===== src/rtl/msg_sequencer_if.sv =====
// Bundle of the sequencer's request, ROM-bank and transmitter handshake signals.
// master: the sequencer side; slave: the switch/ROM/transmitter environment.
interface msg_sequencer_if #(
   parameter int ADDR_W = 4
) ();
   logic              write;
   logic              sw1;
   logic              sw2;
   logic              sw3;
   logic              sw4;
   logic [7:0]        rom1;
   logic [7:0]        rom2;
   logic [7:0]        rom3;
   logic [7:0]        rom4;
   logic              tx_busy;
   logic [ADDR_W-1:0] rom_addr;
   logic [7:0]        tx_data;
   logic              tx_start;
   logic              busy;
   logic              done;
   logic              err;

   modport master (
      input  write, sw1, sw2, sw3, sw4, rom1, rom2, rom3, rom4, tx_busy,
      output rom_addr, tx_data, tx_start, busy, done, err
   );

   modport slave (
      output write, sw1, sw2, sw3, sw4, rom1, rom2, rom3, rom4, tx_busy,
      input  rom_addr, tx_data, tx_start, busy, done, err
   );
endinterface


===== src/rtl/msg_sequencer.sv =====
// Plays one switch-selected ROM message byte by byte through a handshaked serial transmitter.
// Define MSG_SEQ_LOOP_EN to repeat the message until a write edge arrives while busy.
module msg_sequencer #(
   parameter int ADDR_W      = 4,
   parameter int MSG_LEN     = 13,
   parameter int ACK_TIMEOUT = 15
) (
   input  logic               sysclk,
   input  logic               reset_n,
   msg_sequencer_if.master    bus
);
   typedef enum logic [2:0] {IDLE, FETCH, START, WAIT_ACK, WAIT_DONE} state_t;

   localparam int                CNT_W     = $clog2(ACK_TIMEOUT + 1);
   localparam logic [ADDR_W-1:0] LAST_ADDR = ADDR_W'(MSG_LEN - 1);
   localparam logic [CNT_W-1:0]  ACK_LAST  = CNT_W'(ACK_TIMEOUT - 1);

   state_t            state_q, state_d;
   logic [3:0]        sel_q, sel_d;
   logic              write_q, write_d;
   logic [ADDR_W-1:0] rom_addr_q, rom_addr_d;
   logic [7:0]        tx_data_q, tx_data_d;
   logic              tx_start_q, tx_start_d;
   logic              busy_q, busy_d;
   logic              done_q, done_d;
   logic              err_q, err_d;
   logic [CNT_W-1:0]  ack_cnt_q, ack_cnt_d;
`ifdef MSG_SEQ_LOOP_EN
   logic              stop_q, stop_d;
`endif

   logic              write_edge;
   logic [3:0]        sw_pick;
   logic [7:0]        rom_data;

   assign write_edge = bus.write & ~write_q;

   // One-hot select of the highest-priority active switch; all-zero means none.
   always_comb begin
      sw_pick = 4'b0000;
      if      (bus.sw1) sw_pick = 4'b0001;
      else if (bus.sw2) sw_pick = 4'b0010;
      else if (bus.sw3) sw_pick = 4'b0100;
      else if (bus.sw4) sw_pick = 4'b1000;
   end

   always_comb begin
      case (sel_q)
         4'b0001: rom_data = bus.rom1;
         4'b0010: rom_data = bus.rom2;
         4'b0100: rom_data = bus.rom3;
         4'b1000: rom_data = bus.rom4;
         default: rom_data = 8'h00;
      endcase
   end

   always_comb begin
      state_d    = state_q;
      sel_d      = sel_q;
      write_d    = bus.write;
      rom_addr_d = rom_addr_q;
      tx_data_d  = tx_data_q;
      tx_start_d = 1'b0;
      done_d     = 1'b0;
      err_d      = err_q;
      ack_cnt_d  = ack_cnt_q;
`ifdef MSG_SEQ_LOOP_EN
      stop_d     = stop_q | (write_edge & (state_q != IDLE));
`endif
      case (state_q)
         IDLE: begin
            if (write_edge && (sw_pick != 4'b0000)) begin
               state_d    = FETCH;
               sel_d      = sw_pick;
               rom_addr_d = '0;
               err_d      = 1'b0;
            end
         end
         FETCH: begin
            tx_data_d  = rom_data;
            tx_start_d = 1'b1;
            state_d    = START;
         end
         START: begin
            ack_cnt_d = '0;
            state_d   = WAIT_ACK;
         end
         WAIT_ACK: begin
            if (bus.tx_busy) begin
               state_d = WAIT_DONE;
            end else if (ack_cnt_q == ACK_LAST) begin
               err_d      = 1'b1;
               rom_addr_d = '0;
               state_d    = IDLE;
            end else begin
               ack_cnt_d = ack_cnt_q + CNT_W'(1);
            end
         end
         WAIT_DONE: begin
            if (!bus.tx_busy) begin
`ifdef MSG_SEQ_LOOP_EN
               // A stop request wins over both advancing and the end-of-pass done pulse.
               if (stop_q || write_edge) begin
                  rom_addr_d = '0;
                  state_d    = IDLE;
               end else if (rom_addr_q == LAST_ADDR) begin
                  done_d     = 1'b1;
                  rom_addr_d = '0;
                  state_d    = FETCH;
               end else begin
                  rom_addr_d = rom_addr_q + ADDR_W'(1);
                  state_d    = FETCH;
               end
`else
               if (rom_addr_q == LAST_ADDR) begin
                  done_d     = 1'b1;
                  rom_addr_d = '0;
                  state_d    = IDLE;
               end else begin
                  rom_addr_d = rom_addr_q + ADDR_W'(1);
                  state_d    = FETCH;
               end
`endif
            end
         end
         default: state_d = IDLE;
      endcase
      if (state_d == IDLE) begin
         sel_d = 4'b0000;
`ifdef MSG_SEQ_LOOP_EN
         stop_d = 1'b0;
`endif
      end
      busy_d = (state_d != IDLE);
   end

   always_ff @(posedge sysclk or negedge reset_n) begin
      if (!reset_n) begin
         state_q    <= IDLE;
         sel_q      <= 4'b0000;
         write_q    <= 1'b0;
         rom_addr_q <= '0;
         tx_data_q  <= 8'h00;
         tx_start_q <= 1'b0;
         busy_q     <= 1'b0;
         done_q     <= 1'b0;
         err_q      <= 1'b0;
         ack_cnt_q  <= '0;
`ifdef MSG_SEQ_LOOP_EN
         stop_q     <= 1'b0;
`endif
      end else begin
         state_q    <= state_d;
         sel_q      <= sel_d;
         write_q    <= write_d;
         rom_addr_q <= rom_addr_d;
         tx_data_q  <= tx_data_d;
         tx_start_q <= tx_start_d;
         busy_q     <= busy_d;
         done_q     <= done_d;
         err_q      <= err_d;
         ack_cnt_q  <= ack_cnt_d;
`ifdef MSG_SEQ_LOOP_EN
         stop_q     <= stop_d;
`endif
      end
   end

   assign bus.rom_addr = rom_addr_q;
   assign bus.tx_data  = tx_data_q;
   assign bus.tx_start = tx_start_q;
   assign bus.busy     = busy_q;
   assign bus.done     = done_q;
   assign bus.err      = err_q;
endmodule


===== src/flat_wrapper.sv =====
// flat-port wrapper written by rule: the top's interface ports become plain ports
module msg_sequencer_flat 
#(
   parameter int ADDR_W      = 4,
   parameter int MSG_LEN     = 13,
   parameter int ACK_TIMEOUT = 15
)
  (sysclk, reset_n, bus_write, bus_sw1, bus_sw2, bus_sw3, bus_sw4, bus_rom1, bus_rom2, bus_rom3, bus_rom4, bus_tx_busy, bus_rom_addr, bus_tx_data, bus_tx_start, bus_busy, bus_done, bus_err);
  msg_sequencer_if #(.ADDR_W(ADDR_W)) bus_i ();
  input  logic sysclk;
  input  logic reset_n;
  input wire logic [$bits(bus_i.write)-1:0] bus_write;
  input wire logic [$bits(bus_i.sw1)-1:0] bus_sw1;
  input wire logic [$bits(bus_i.sw2)-1:0] bus_sw2;
  input wire logic [$bits(bus_i.sw3)-1:0] bus_sw3;
  input wire logic [$bits(bus_i.sw4)-1:0] bus_sw4;
  input wire logic [$bits(bus_i.rom1)-1:0] bus_rom1;
  input wire logic [$bits(bus_i.rom2)-1:0] bus_rom2;
  input wire logic [$bits(bus_i.rom3)-1:0] bus_rom3;
  input wire logic [$bits(bus_i.rom4)-1:0] bus_rom4;
  input wire logic [$bits(bus_i.tx_busy)-1:0] bus_tx_busy;
  output wire logic [$bits(bus_i.rom_addr)-1:0] bus_rom_addr;
  output wire logic [$bits(bus_i.tx_data)-1:0] bus_tx_data;
  output wire logic [$bits(bus_i.tx_start)-1:0] bus_tx_start;
  output wire logic [$bits(bus_i.busy)-1:0] bus_busy;
  output wire logic [$bits(bus_i.done)-1:0] bus_done;
  output wire logic [$bits(bus_i.err)-1:0] bus_err;
  assign bus_i.write = bus_write;
  assign bus_i.sw1 = bus_sw1;
  assign bus_i.sw2 = bus_sw2;
  assign bus_i.sw3 = bus_sw3;
  assign bus_i.sw4 = bus_sw4;
  assign bus_i.rom1 = bus_rom1;
  assign bus_i.rom2 = bus_rom2;
  assign bus_i.rom3 = bus_rom3;
  assign bus_i.rom4 = bus_rom4;
  assign bus_i.tx_busy = bus_tx_busy;
  assign bus_rom_addr = bus_i.rom_addr;
  assign bus_tx_data = bus_i.tx_data;
  assign bus_tx_start = bus_i.tx_start;
  assign bus_busy = bus_i.busy;
  assign bus_done = bus_i.done;
  assign bus_err = bus_i.err;
  msg_sequencer #(.ADDR_W(ADDR_W), .MSG_LEN(MSG_LEN), .ACK_TIMEOUT(ACK_TIMEOUT)) u_core (.sysclk(sysclk), .reset_n(reset_n), .bus(bus_i));
endmodule

===== config.mk =====
export PLATFORM = sky130hd
export DESIGN_NAME = msg_sequencer_flat
export DESIGN_NICKNAME = d
export VERILOG_FILES = /design/src/rtl/msg_sequencer_if.sv /design/src/rtl/msg_sequencer.sv /design/src/flat_wrapper.sv
export SDC_FILE = /design/constraint.sdc
export NUM_CORES = 1
export LEC_CHECK = 0
export BUFFER_PORTS_ARGS = -buffer_cell sky130_fd_sc_hd__buf_2
export CAP_MARGIN = 5
export CORE_UTILIZATION = 49
export DETAILED_ROUTE_END_ITERATION = 8
export HOLD_SLACK_MARGIN = 0.02
export PLACE_DENSITY = 0.79
export RECOVER_POWER = 50
export SLEW_MARGIN = 20
export SYNTH_ARGS = -nofsm -noshare
export SYNTH_HDL_FRONTEND = slang
export SYNTH_SLANG_ARGS = --single-unit

===== constraint.sdc =====
create_clock -name sysclk -period 2.2 [get_ports sysclk]
set_clock_uncertainty 0.2 [all_clocks]
set_input_delay 0.44 -clock sysclk [delete_from_list [all_inputs] [get_ports sysclk]]
set_output_delay 0.44 -clock sysclk [all_outputs]
set_load 0.005 [all_outputs]

==> flow_summary_export.csv <==
group,metric,value,unit
run_status,status,"finished clean",
detailed_routing,finalWirelength,3630,um
clock_network,cts_buffer_depth,2,
finish,syn2layout_area_growth,25.4,%
worst_setup_path,critPathMaxFanout,9,
worst_setup_path,startpoint_type,"register",
sta,finalHoldViolCount,0,
power,leakagePower,0.952,nW
sta,postLayoutSetupSlackWorst,0.177,ns
clock_network,cts_buffers,3,
detailed_routing,drc,0,
sta,tns,0,ns
yosys,seq_area_frac_synth,44.2,%
sta,setup_violations,0,
yosys,synth_top_flop_cell,"dfrtp_1",
grt,grt_pass1_wl,5750,um
worst_setup_path,critPathArrivalTime,2.10,ns
power,switchingPower,0.763,mW
grt,grt_use_total,21.6,%
placed_design,gp_congestion,0.856,
grt,antenna_found_initial,0,
power,switching_share,39.1,%
placed_design,place.detailed.instances,260,
finish,diodes,0,
finish,stdcell_count,266,
power,peakVddDrop,553,uV
floorplan,die_h,58.9,um
job,drv_cap,0,
sta,rsz0062_at_grt,"false",
detailed_routing,drtPass1Iterations,5,
placed_design,hpwl,2830,um
floorplan,fp.dieArea,3460,sq um
clock_network,htree_levels,1,
detailed_routing,vias,1501,
floorplan,start_util,51.9,%
placed_design,pre_cts_ws,0.0585,ns
yosys,synthTopCellsByArea,"dfrtp_1, a22oi_1, a22o_1",
detailed_routing,drt_iter0_drc,113,
sta,worstMarginPinSlew,0.682,ns
clock_network,insertion_delay,0.32,ns
sta,slew_viol_final,0,
sta,max_freq,494,MHz
finish,nFillCells,268,
floorplan,rows,20,
worst_hold_path,hp-class,"in2reg",
clock_network,cts_tree,"done",
sta,relSlewSlack,54.5,%
finish,final_area,1990,sq um
yosys,async_flop_share,100,%
sta,fin_crit,2.02,ns
grt,grt.overflow.total,0,
worst_setup_path,path_cells,"nor2b_1, o311ai_0, a21oi_2, a22o_1",
clock_network,cts.sinks,28,
yosys,mappedNetlistNets,209,
worst_setup_path,cp_slowest_stage_delay,0.49,ns
grt,first_global_vias,1298,
yosys,yosysUniqueCellTypes,40,
worst_setup_path,critPathRequiredTime,2.27,ns
power,p_int,1.19,mW
placed_design,place_area,1920,sq um
sta,period_share,91.9,%
yosys,avgSynthCellArea,9.60,sq um
detailed_routing,vias_per_cell,5.64,
finish,final_layout_size_suffix_gt1_share,31.1,%
yosys,synth.cell_area,1580,sq um
power,clockPowerShare,17.2,%
placed_design,io_buffers,55,
detailed_routing,wl_per_cell,13.7,um
worst_setup_path,crit_slowest_cell,"nor2b_1",
yosys,synth_top_area_share,44.2,%
clock_network,clk_pin_slew_worst_paths,0.15,ns
yosys,yosys.area.top_type,"dfrtp_1",
yosys,yosysMostFrequentCell,"dfrtp_1",
yosys,synth_common_cells,"dfrtp_1, a22oi_1, inv_1, nand3_1",
detailed_routing,drtAntennaViolNets,0,
power,total_power,1.95,mW
power,powerDensity,982,nW/um^2
floorplan,die_x,58.9,um
floorplan,ioPinCount,56,
finish,nNetsFinal,267,
clock_network,cts_root_buf,"clkbuf_4",
worst_setup_path,cp-end-kind,"register",
yosys,synth-seq-cells,28,
yosys,synth_edf_count,0,
power,power_frac_comb,44.3,%
worst_setup_path,critPathKind,"reg2reg",
power,p_seq_share,38.5,%
grt,grt_max_degree,29,
yosys,syn_inst,165,
floorplan,core,3050,sq um
yosys,ys_warn_count,0,
==> through the flow <==
| stage | util [%] | hold WS (ns) |
|---|---|---|
| floorplan | - | -0.0556 |
| global placement | 62.8 | 0.279 |
| detailed placement | 62.8 | 0.287 |
| CTS | 65.2 | 0.141 |
| global route | 65.1 | 0.146 |
| finish | 65.1 | 0.154 |
==> final cells by class <==
class                           count  area, sq um  share of cell area, %
Timing Repair Buffer               64          340                   17.1
Tap cell                           44         55.1                   2.77
Sequential cell                    28          701                   35.3
Multi-Input combinational cell    115          797                   40.1
Clock buffer                        3         22.5                   1.13
Clock inverter                      1         30.0                   1.51
Inverter                           11         41.3                   2.08
==> worst max-delay path: cells and delay by family (launching register included) <==
kind	cells	cell delay, ns
AOI/OAI and AO/OA	3	0.84
and+or+nand+nor	1	0.49
DFF	1	0.44
==> what timing repair did <==
action                                  CTS  global route
hold buffers                              2             0
endpoints found under the setup margin    0             8
buffers inserted                          0             0
gates resized for setup                   0             1
endpoints found under the hold margin    29             0
==> final timing paths <==
path / startpoint / endpoint / slack [ns] / depth (start not counted)
min in group asynchronous: reset_n / u_core.state_q[2]$_DFF_PN0_ / 0.46 / 2
min: bus_tx_busy / u_core.bus.done$_DFF_PN0_ / 0.15 / 2
max: u_core.sel_q[0]$_DFFE_PN0P_ / u_core.bus.tx_data[3]$_DFFE_PN0P_ / 0.18 / 4
min reg2reg: u_core.bus.tx_data[2]$_DFFE_PN0P_ / u_core.bus.tx_data[2]$_DFFE_PN0P_ / 0.33 / 1
max reg2reg: u_core.sel_q[0]$_DFFE_PN0P_ / u_core.bus.tx_data[3]$_DFFE_PN0P_ / 0.18 / 4
max in group asynchronous: reset_n / u_core.bus.tx_data[3]$_DFFE_PN0P_ / 0.90 / 2
==> power by group through the flow <==
stage / clock [mW] / sequential [mW] / combinational, mW
floorplan: 0 / 0.736 / 0.596
global placement: 0 / 0.755 / 0.837
detailed placement: 0 / 0.760 / 0.858
CTS: 0.345 / 0.750 / 0.864
global route: 0.361 / 0.775 / 0.964
finish: 0.335 / 0.752 / 0.864
==> placed cells by master (no fill, tap or decap), drive strengths merged, types with 2 or more instances in the layout <==
master	netlist	routed
buf	2	57
dfrtp	28	28
a22oi	15	15
inv	11	11
nand3	10	10
a21oi	9	9
nor2b	8	8
a22o	8	8
clkbuf	9	8
o22ai	7	7
nor2	6	6
o21ai	6	6
nand2	5	5
mux2i	5	5
ha	4	4
nand3b	3	3
nand4	3	3
o211ai	3	3
and3	2	2
a31oi	2	2
nor3	2	2
or2	2	2
dlygate4sd3	0	2
==> flip-flops by register name, summed over array words and instances (netlist names) <==
register,count
u_core.bus.tx_start,1
u_core.bus.rom_addr,4
u_core.sel_q,4
u_core.bus.tx_data,8
u_core.bus.busy,1
u_core.write_q,1
u_core.bus.done,1
u_core.ack_cnt_q,4
u_core.bus.err,1
u_core.state_q,3
==> metal layers <==
| metal | vias up | track usage [%] | share of wire, % | routed length (um) |
|---|---|---|---|---|
| met2 | 67 | 32.1 | 47 | 1690 |
| met4 | 0 | 7.48 | 0.52 | 19 |
| met1 | 690 | 32.1 | 47 | 1690 |
| li1 | 740 | - | - | - |
| met3 | 4 | 3.30 | 6.3 | 228 |
| met5 | - | 0 | 0 | 0 |
==> logic make-up after synthesis <==
kind of cell	count (synthesis)	share of synthesized area [%]
AO/OA/AOI/OAI	56	25.0
AND/OR/NAND/NOR	48	17.7
flip-flops	28	44.2
buffers and inverters	22	5.69
multiplexers	5	3.16
adder cells (fa/ha/maj)	4	3.16
XOR/XNOR	2	1.11
No activity file was read; power rests on OpenSTA's default activity.
